<file path="config.mk">
export PLATFORM = sky130hd
export DESIGN_NAME = retire_stage
export DESIGN_NICKNAME = d
export VERILOG_FILES = /design/src/rtl/retire_stage.sv
export SDC_FILE = /design/constraint.sdc
export NUM_CORES = 1
export LEC_CHECK = 0
export ABC_AREA = 1
export ABC_CLOCK_PERIOD_IN_PS = 3200
export BUFFER_PORTS_ARGS = -buffer_cell sky130_fd_sc_hd__buf_2
export CAP_MARGIN = 20
export CELL_PAD_IN_SITES_DETAIL_PLACEMENT = 0
export CELL_PAD_IN_SITES_GLOBAL_PLACEMENT = 1
export CORE_UTILIZATION = 37
export DETAILED_ROUTE_END_ITERATION = 8
export GPL_TIMING_DRIVEN = 0
export PLACE_DENSITY = 0.81
export SYNTH_ARGS = -nofsm -noshare
export SYNTH_HDL_FRONTEND = slang
export SYNTH_SLANG_ARGS = --single-unit
</file>
<file path="constraint.sdc">
create_clock -name clock -period 3.2 [get_ports clock]
set_input_delay 0.48 -clock clock [delete_from_list [all_inputs] [get_ports clock]]
set_output_delay 0.48 -clock clock [all_outputs]
set_load 0.005 [all_outputs]
</file>
<file path="src/rtl/retire_stage.sv">
// -----------------------------------------------------------------------------
// retire_stage
//   Commit stage directly downstream of the ROB. Retires up to two in-order
//   head entries per cycle, updates the retirement RAT, returns each retired
//   instruction's previous mapping (T_old) to the freelist, turns a retiring
//   mispredicted branch into a one-cycle flush pulse, turns a retiring halt
//   into a sticky halted state and counts committed instructions.
//
// Ports
//   clock, reset        single clock; synchronous active-high reset
//   rob_valid[1:0]      slot retires this cycle (slot0 is the older entry)
//   rob_dest_valid      slot writes a destination register
//   rob_arch_dest       architectural rd per slot
//   rob_T_new           committed physical tag per slot
//   rob_T_old           previous physical mapping of rd per slot
//   rob_halt            slot is a halt instruction
//   rob_mispredict      slot is a resolved mispredicted branch
//   retire_en           ROB may dequeue (combinational, high only in RUN)
//   free_valid          registered freelist return strobe per slot
//   free_preg           registered tag being freed per slot
//   rrat_map            retirement (architectural) map table
//   flush               one-cycle pipeline flush pulse
//   halted              sticky, set once a halt has retired
//   retire_cnt          64-bit committed instruction count (wraps)
// -----------------------------------------------------------------------------
module retire_stage #(
   parameter int ARCH_REGS      = 32,
   parameter int PREG_NUM       = 64,
   parameter int PREG_IDX_WIDTH = $clog2(PREG_NUM),
   parameter int ARCH_IDX_WIDTH = $clog2(ARCH_REGS)
) (
   input  logic                                      clock,
   input  logic                                      reset,
   input  logic [1:0]                                rob_valid,
   input  logic [1:0]                                rob_dest_valid,
   input  logic [1:0][ARCH_IDX_WIDTH-1:0]            rob_arch_dest,
   input  logic [1:0][PREG_IDX_WIDTH-1:0]            rob_T_new,
   input  logic [1:0][PREG_IDX_WIDTH-1:0]            rob_T_old,
   input  logic [1:0]                                rob_halt,
   input  logic [1:0]                                rob_mispredict,
   output logic                                      retire_en,
   output logic [1:0]                                free_valid,
   output logic [1:0][PREG_IDX_WIDTH-1:0]            free_preg,
   output logic [ARCH_REGS-1:0][PREG_IDX_WIDTH-1:0]  rrat_map,
   output logic                                      flush,
   output logic                                      halted,
   output logic [63:0]                               retire_cnt
);

   typedef enum logic [1:0] {
      RUN    = 2'd0,
      FLUSH  = 2'd1,
      HALTED = 2'd2
   } state_e;

   state_e                                    state_q, state_d;
   logic [ARCH_REGS-1:0][PREG_IDX_WIDTH-1:0]  rrat_map_q, rrat_map_d;
   logic [1:0]                                free_valid_q, free_valid_d;
   logic [1:0][PREG_IDX_WIDTH-1:0]            free_preg_q, free_preg_d;
   logic                                      flush_q, flush_d;
   logic                                      halted_q, halted_d;
   logic [63:0]                               retire_cnt_q, retire_cnt_d;

   logic       run;
   logic [1:0] qual;     // slot actually retires this cycle
   logic [1:0] writes;   // qualified slot with a real (non-x0) destination
   logic       any_halt;
   logic       any_mispredict;

   // NOTE: every signal assigned in this block gets a default first, so no
   // path leaves it unassigned and no latch is inferred.
   always_comb begin
      run = (state_q == RUN);

      // Slot1 only retires behind a valid, non-redirecting slot0; a lone
      // slot1 is a protocol error and is dropped.
      qual[0] = run & rob_valid[0];
      qual[1] = run & rob_valid[1] & rob_valid[0] & ~rob_halt[0] & ~rob_mispredict[0];

      for (int k = 0; k < 2; k++) begin
         writes[k] = qual[k] & rob_dest_valid[k] & (rob_arch_dest[k] != '0);
      end

      any_halt       = |(qual & rob_halt);
      any_mispredict = |(qual & rob_mispredict);

      // Slot1 is applied after slot0 so the younger write wins on a shared rd.
      rrat_map_d = rrat_map_q;
      if (writes[0]) rrat_map_d[rob_arch_dest[0]] = rob_T_new[0];
      if (writes[1]) rrat_map_d[rob_arch_dest[1]] = rob_T_new[1];

      free_valid_d = writes;
      free_preg_d  = free_preg_q;
      for (int k = 0; k < 2; k++) begin
         if (writes[k]) free_preg_d[k] = rob_T_old[k];
      end

      retire_cnt_d = retire_cnt_q + 64'(qual[0]) + 64'(qual[1]);

      state_d = state_q;
      unique case (state_q)
         RUN: begin
            if (any_halt)            state_d = HALTED;
            else if (any_mispredict) state_d = FLUSH;
         end
         FLUSH:   state_d = RUN;
         HALTED:  state_d = HALTED;
         default: state_d = RUN;
      endcase

      flush_d  = (state_d == FLUSH);
      halted_d = (state_d == HALTED);
   end

   // NOTE: sequential state uses non-blocking assignments so every flop
   // samples the pre-edge values regardless of statement order.
   always_ff @(posedge clock) begin
      if (reset) begin
         state_q      <= RUN;
         free_valid_q <= '0;
         free_preg_q  <= '0;
         flush_q      <= 1'b0;
         halted_q     <= 1'b0;
         retire_cnt_q <= '0;
         // NOTE: the map table is architectural state and must come out of
         // reset as the identity mapping, so unlike a plain data RAM it is
         // built from resettable flops.
         for (int i = 0; i < ARCH_REGS; i++) begin
            rrat_map_q[i] <= PREG_IDX_WIDTH'(i);
         end
      end else begin
         state_q      <= state_d;
         rrat_map_q   <= rrat_map_d;
         free_valid_q <= free_valid_d;
         free_preg_q  <= free_preg_d;
         flush_q      <= flush_d;
         halted_q     <= halted_d;
         retire_cnt_q <= retire_cnt_d;
      end
   end

   assign retire_en  = (state_q == RUN);
   assign free_valid = free_valid_q;
   assign free_preg  = free_preg_q;
   assign rrat_map   = rrat_map_q;
   assign flush      = flush_q;
   assign halted     = halted_q;
   assign retire_cnt = retire_cnt_q;

endmodule

</file>
=== After elaboration in Yosys (flattened, before gate mapping) ===
Index checks and enable logic that the tools add are counted.

* Flip-flop bits (word level): 274
* Word-level logic and storage cells: 79
* Output and inout bits: 273
* Input port bits: 44

* Add/subtract/negate cells: 2
* Bitwise operators: 13
* $lt $le $gt $ge: 4
* Reduce and logical (&&, ||, !) cells: 7
* Equal/unequal tests: 3
* Muxes and demuxes: 11

{| class="wikitable"
|+ Operators with widths
! cell !! count
|-
| bitwise mux 192 bit || 2
|-
| 2-to-1 mux 192 bit || 2
|-
| adder 64 x 1 -> 64 bit || 2
|-
| demux 6 bit (select 5 bit) || 2
|-
| less-than comparator 5 x 6 -> 1 bit, second input constant || 2
|-
| 2-to-1 mux 6 bit || 2
|-
| >= comparator 5 x 1 -> 1 bit, second input constant || 2
|-
| nonzero test 5 bit || 2
|-
| bitwise AND 1 bit || 9
|-
| bitwise AND 2 bit || 2
|-
| == test 2 bit, second input constant || 2
|-
| 2-to-1 mux 2 bit || 2
|-
| case mux 2 bit (2 select lines) || 1
|-
| OR reduction 2 bit || 2
|-
| == test 2 x 1 -> 1 bit, second input constant || 1
|-
| logical AND 1 bit || 2
|-
| logical NOT 2 bit || 1
|-
| NOT 1 bit || 2
|}

=== Depth between registers and ports, before layout ===
* Depth after elaboration: 11
* Gate-level depth with buffers: 15
* Gate-level depth less buffers: 15

=== Least setup slack after synthesis ===
No wires, ideal clock.

* Kind: input to register
* From: in rob_halt[0]
* To: reg retire_cnt_q[32], in the netlist retire_cnt[32]
* Stages: 14
* Arrival: 2.662 ns
* Required time: 3.130 ns
* Setup time: 0.070 ns
* Setup slack: 0.468 ns
* Path through: nor2_1 -> nand2_1 -> inv_1 -> nand2_1 -> fa_1 -> inv_1 -> ha_1 -> nand2_1 -> nor2_2 -> nand2_1 -> nor2_1 -> nand2_1 -> or2_2 -> a21oi_1

* Cells in the longest elaborated chain, start to end: 4

{| class="wikitable"
|+ Ends and longest elaborated chain
! element !! line !! source
|-
| start: declaration || 39 || <nowiki>input logic [1:0] rob_halt,</nowiki>
|-
| NOT 1 bit || 78 || <nowiki>qual[1] = run & rob_valid[1] & rob_valid[0] & ~rob_halt[0] & ~rob_mispredict[0];</nowiki>
|-
| bitwise AND 1 bit (2 in a row) || 78 ||
|-
| adder 64 x 1 -> 64 bit || 98 || <nowiki>retire_cnt_d = retire_cnt_q + 64'(qual[0]) + 64'(qual[1]);</nowiki>
|-
| end signal: assignment || 138 || <nowiki>retire_cnt_q <= retire_cnt_d;</nowiki>
|-
| end: declaration || 62 || <nowiki>logic [63:0] retire_cnt_q, retire_cnt_d;</nowiki>
|}

Every way passes these cells.
A chain may end at the register's enable or synchronous reset.

=== Final worst setup path ===
* From: reg state_q[0]
* To: reg retire_cnt_q[30], in the netlist retire_cnt[30]

* Cells in the longest elaborated chain, start to end: 6
* Elaborated cells between the ends (all ways): 8
* Those cells by class: add/sub: 2; bitwise: 5; reduce/logical: 1

{| class="wikitable"
|+ Ends and longest elaborated chain
! element !! line !! source
|-
| start: declaration || 56 || <nowiki>state_e state_q, state_d;</nowiki>
|-
| start signal: assignment || 132 || <nowiki>state_q <= state_d;</nowiki>
|-
| logical NOT 2 bit * || 73 || <nowiki>run = (state_q == RUN);</nowiki>
|-
| parallel branches: the longest is 4 deep, another holds adder 64 x 1 -> 64 bit || -- ||
|-
| adder 64 x 1 -> 64 bit * || 98 ||
|}

Every way passes the cells marked *.

==> out/qor.yml <==
status: "finished, final reports clean"
netlist_instances: 2486
tightest_slew_ns: 1.29
drv_cap: 0
leakagePower_nw: 8.90
layout_common_cells: "nand2_1, nor2_1, buf_2"
viasPerCell: 5.22
wl_um: 70500
irDropWorstVdd_uv: 369
globalplace.congestion: 0.976
grt.overflow.total: 0
p_per_area_nw_per_um2: 452
clk_latency_ns: 0.55
firstDrtPassIters: 7
final_common_cell: "nand2_1"
grt_antenna_before_repair: 6
die_h_um: 201
cp.arrival_ns: 3.49
yosysUniqueCellTypes: 30
drive_gt1_frac: 0.152
cts.sink_count: 274
antenna_left: 0
num_vias: 17700
slew_headroom: 0.137
start_kind: "register"
core_area_um2: 38700
pin_count: 317
path_max_fanout: 6
drtIter0Drc: 1901
end_kind: "register"
wl_per_cell_um: 20.8
grt_pass1_wl_um: 102000
num_rows: 72
portBuffers: 312
root_buffer: "clkbuf_16"
fp.dieArea_um2: 40200
grt_pass1_vias: 16200
synth_area_um2: 14600
clockBufferDepth: 3
cts_tree: "done"
syn_area_per_cell_um2: 5.87
period_needed_ns: 3.01
hold_viol_final: 0
start_util: 0.376
cts_max_level: 2
synth_nets: 2532
ys_seq_elements: 274
period_share: 0.940
post-route-drc-count: 0
slew_viol_final: 0
grt_max_degree: 13
hpwlAfterDp_um: 52400
cts_inserted_buffers: 34
setup_tns_ns: 0
seq_area_frac_synth: 0.376
max_freq_mhz: 333
setup-violations-final: 0
num-nets-final: 2884
path_clk_slew_ns: 0.06
die_w_um: 201
reg2reg_depth: 14
rsz0062_at_grt: "false"
setup.worst_path.class: "reg2reg"
skew_ns: 0.0251
final_core_util: 0.464
yosysWarnings: 0
grtUsageTotal: 0.341
min_path_cells: 3
hold_path_class: "in2reg"
syn_to_final_growth_pct: 23.3
cp.required_ns: 3.68
==> timing repair <==
| item | CTS | global route |
|---|---|---|
| pin swaps | 0 | 2 |
| resized for setup | 4 | 3 |
| setup buffers | 0 | 3 |
| gates cloned | 0 | 0 |
| hold endpoints to repair | 0 | 0 |
| endpoints found under the setup margin | 6 | 14 |
| hold buffers | 0 | 0 |
==> critical path: stages (launching register included) <==
cell and delay, ns:
dfxtp_1 0.33, nor2_2 0.14, nand2_2 0.11, inv_1 0.08, nand2_1 0.14, fa_1 0.51, inv_1 0.11, ha_1 0.20
nand2_1 0.13, nor2_4 0.20, nand2_1 0.17, nor2_1 0.26, nand2_1 0.13, or2_2 0.28, a21oi_1 0.13
==> final cells by class <==
class                           count  area [µm²]
Buffer                             81         328
Inverter                          185         694
Timing Repair Buffer              316        1600
Multi-Input combinational cell   1946        8100
Tap cell                          518         648
Clock inverter                      9        48.8
Clock buffer                       50        1050
Antenna cell                        6        15.0
Fill cell                        4285       20800
Sequential cell                   274        5490
==> registers in the layout, indices dropped and copies added (netlist names) <==
name	count
halted	1
retire_cnt	64
rrat_map	192
free_preg	12
free_valid	2
flush	1
state_q	2
==> routing by layer <==
metal,vias to the layer above,track usage,part of all wire
li1,8449,-,-
met4,0,0.163,0.047
met5,-,0,0
met2,955,0.523,0.43
met1,8081,0.460,0.43
met3,181,0.0653,0.10
==> report_power, final <==
| group | leakage [nW] | switching, mW | internal [mW] |
|---|---|---|---|
| logic | 6.13 | 0.561 | 0.173 |
| clock network | 0.555 | 1.60 | 2.28 |
| registers | 2.22 | 0.0444 | 3.46 |
==> synthesized netlist by cell type <==
cell type     n  share of area
nand2_1    1019           0.26
nor2_1      466           0.12
dfxtp_1     274           0.38
nand3_1     197          0.068
inv_1       181          0.047
o21ai_0     108          0.037
clkbuf_1     55          0.014
a21oi_1      50          0.017
nand4_1      32          0.014
buf_2        16         0.0055
or2_2        16         0.0069
nor3_1       15         0.0051
nor2_2       14         0.0060
buf_1         9         0.0023
nand3_2       6         0.0041
xor2_1        6         0.0036
nand2_2       3         0.0013
xnor2_1       3         0.0018
clkinv_1      2        0.00051
inv_2         2        0.00051
nor4_1        2        0.00086
o21a_1        2         0.0010
a31o_2        1        0.00060
buf_4         1        0.00051
fa_1          1         0.0014
ha_1          1        0.00086
nor2_4        1        0.00077
nor3_2        1        0.00069
nor3b_1       1        0.00051
o21bai_1      1        0.00051
==> through the flow <==
step                      worst slack (ns)  total power [mW]  hold slack [ns]  cells  area [µm²]
final                                0.193              8.12            0.197   3385       18000
after detailed placement            -0.488              4.29            0.410   3317       16800
after floorplan                      0.468              3.92            0.420   2486       14600
after global placement              -0.481              4.28            0.406   3316       16800
after CTS                           0.0388              8.12            0.181   3376       17900
after global routing               0.00267              8.32            0.206   3382       18000
==> cells by family after synthesis <==
family | synth area share
flops | 0.376
compound gates | 0.0564
xor+xnor | 0.00541
buf+inv | 0.0701
fa+ha+maj | 0.00223
simple gates | 0.490
==> path summary, 6_finish.rpt <==
path                 from              to  slack [ns]
max            state_q[0]  retire_cnt[30]        0.19
min          rob_T_old[3]    free_preg[3]        0.20
max reg2reg    state_q[0]  retire_cnt[30]        0.19
min reg2reg   rrat_map[1]     rrat_map[1]        0.42
No activity file was read; power rests on OpenSTA's default activity.
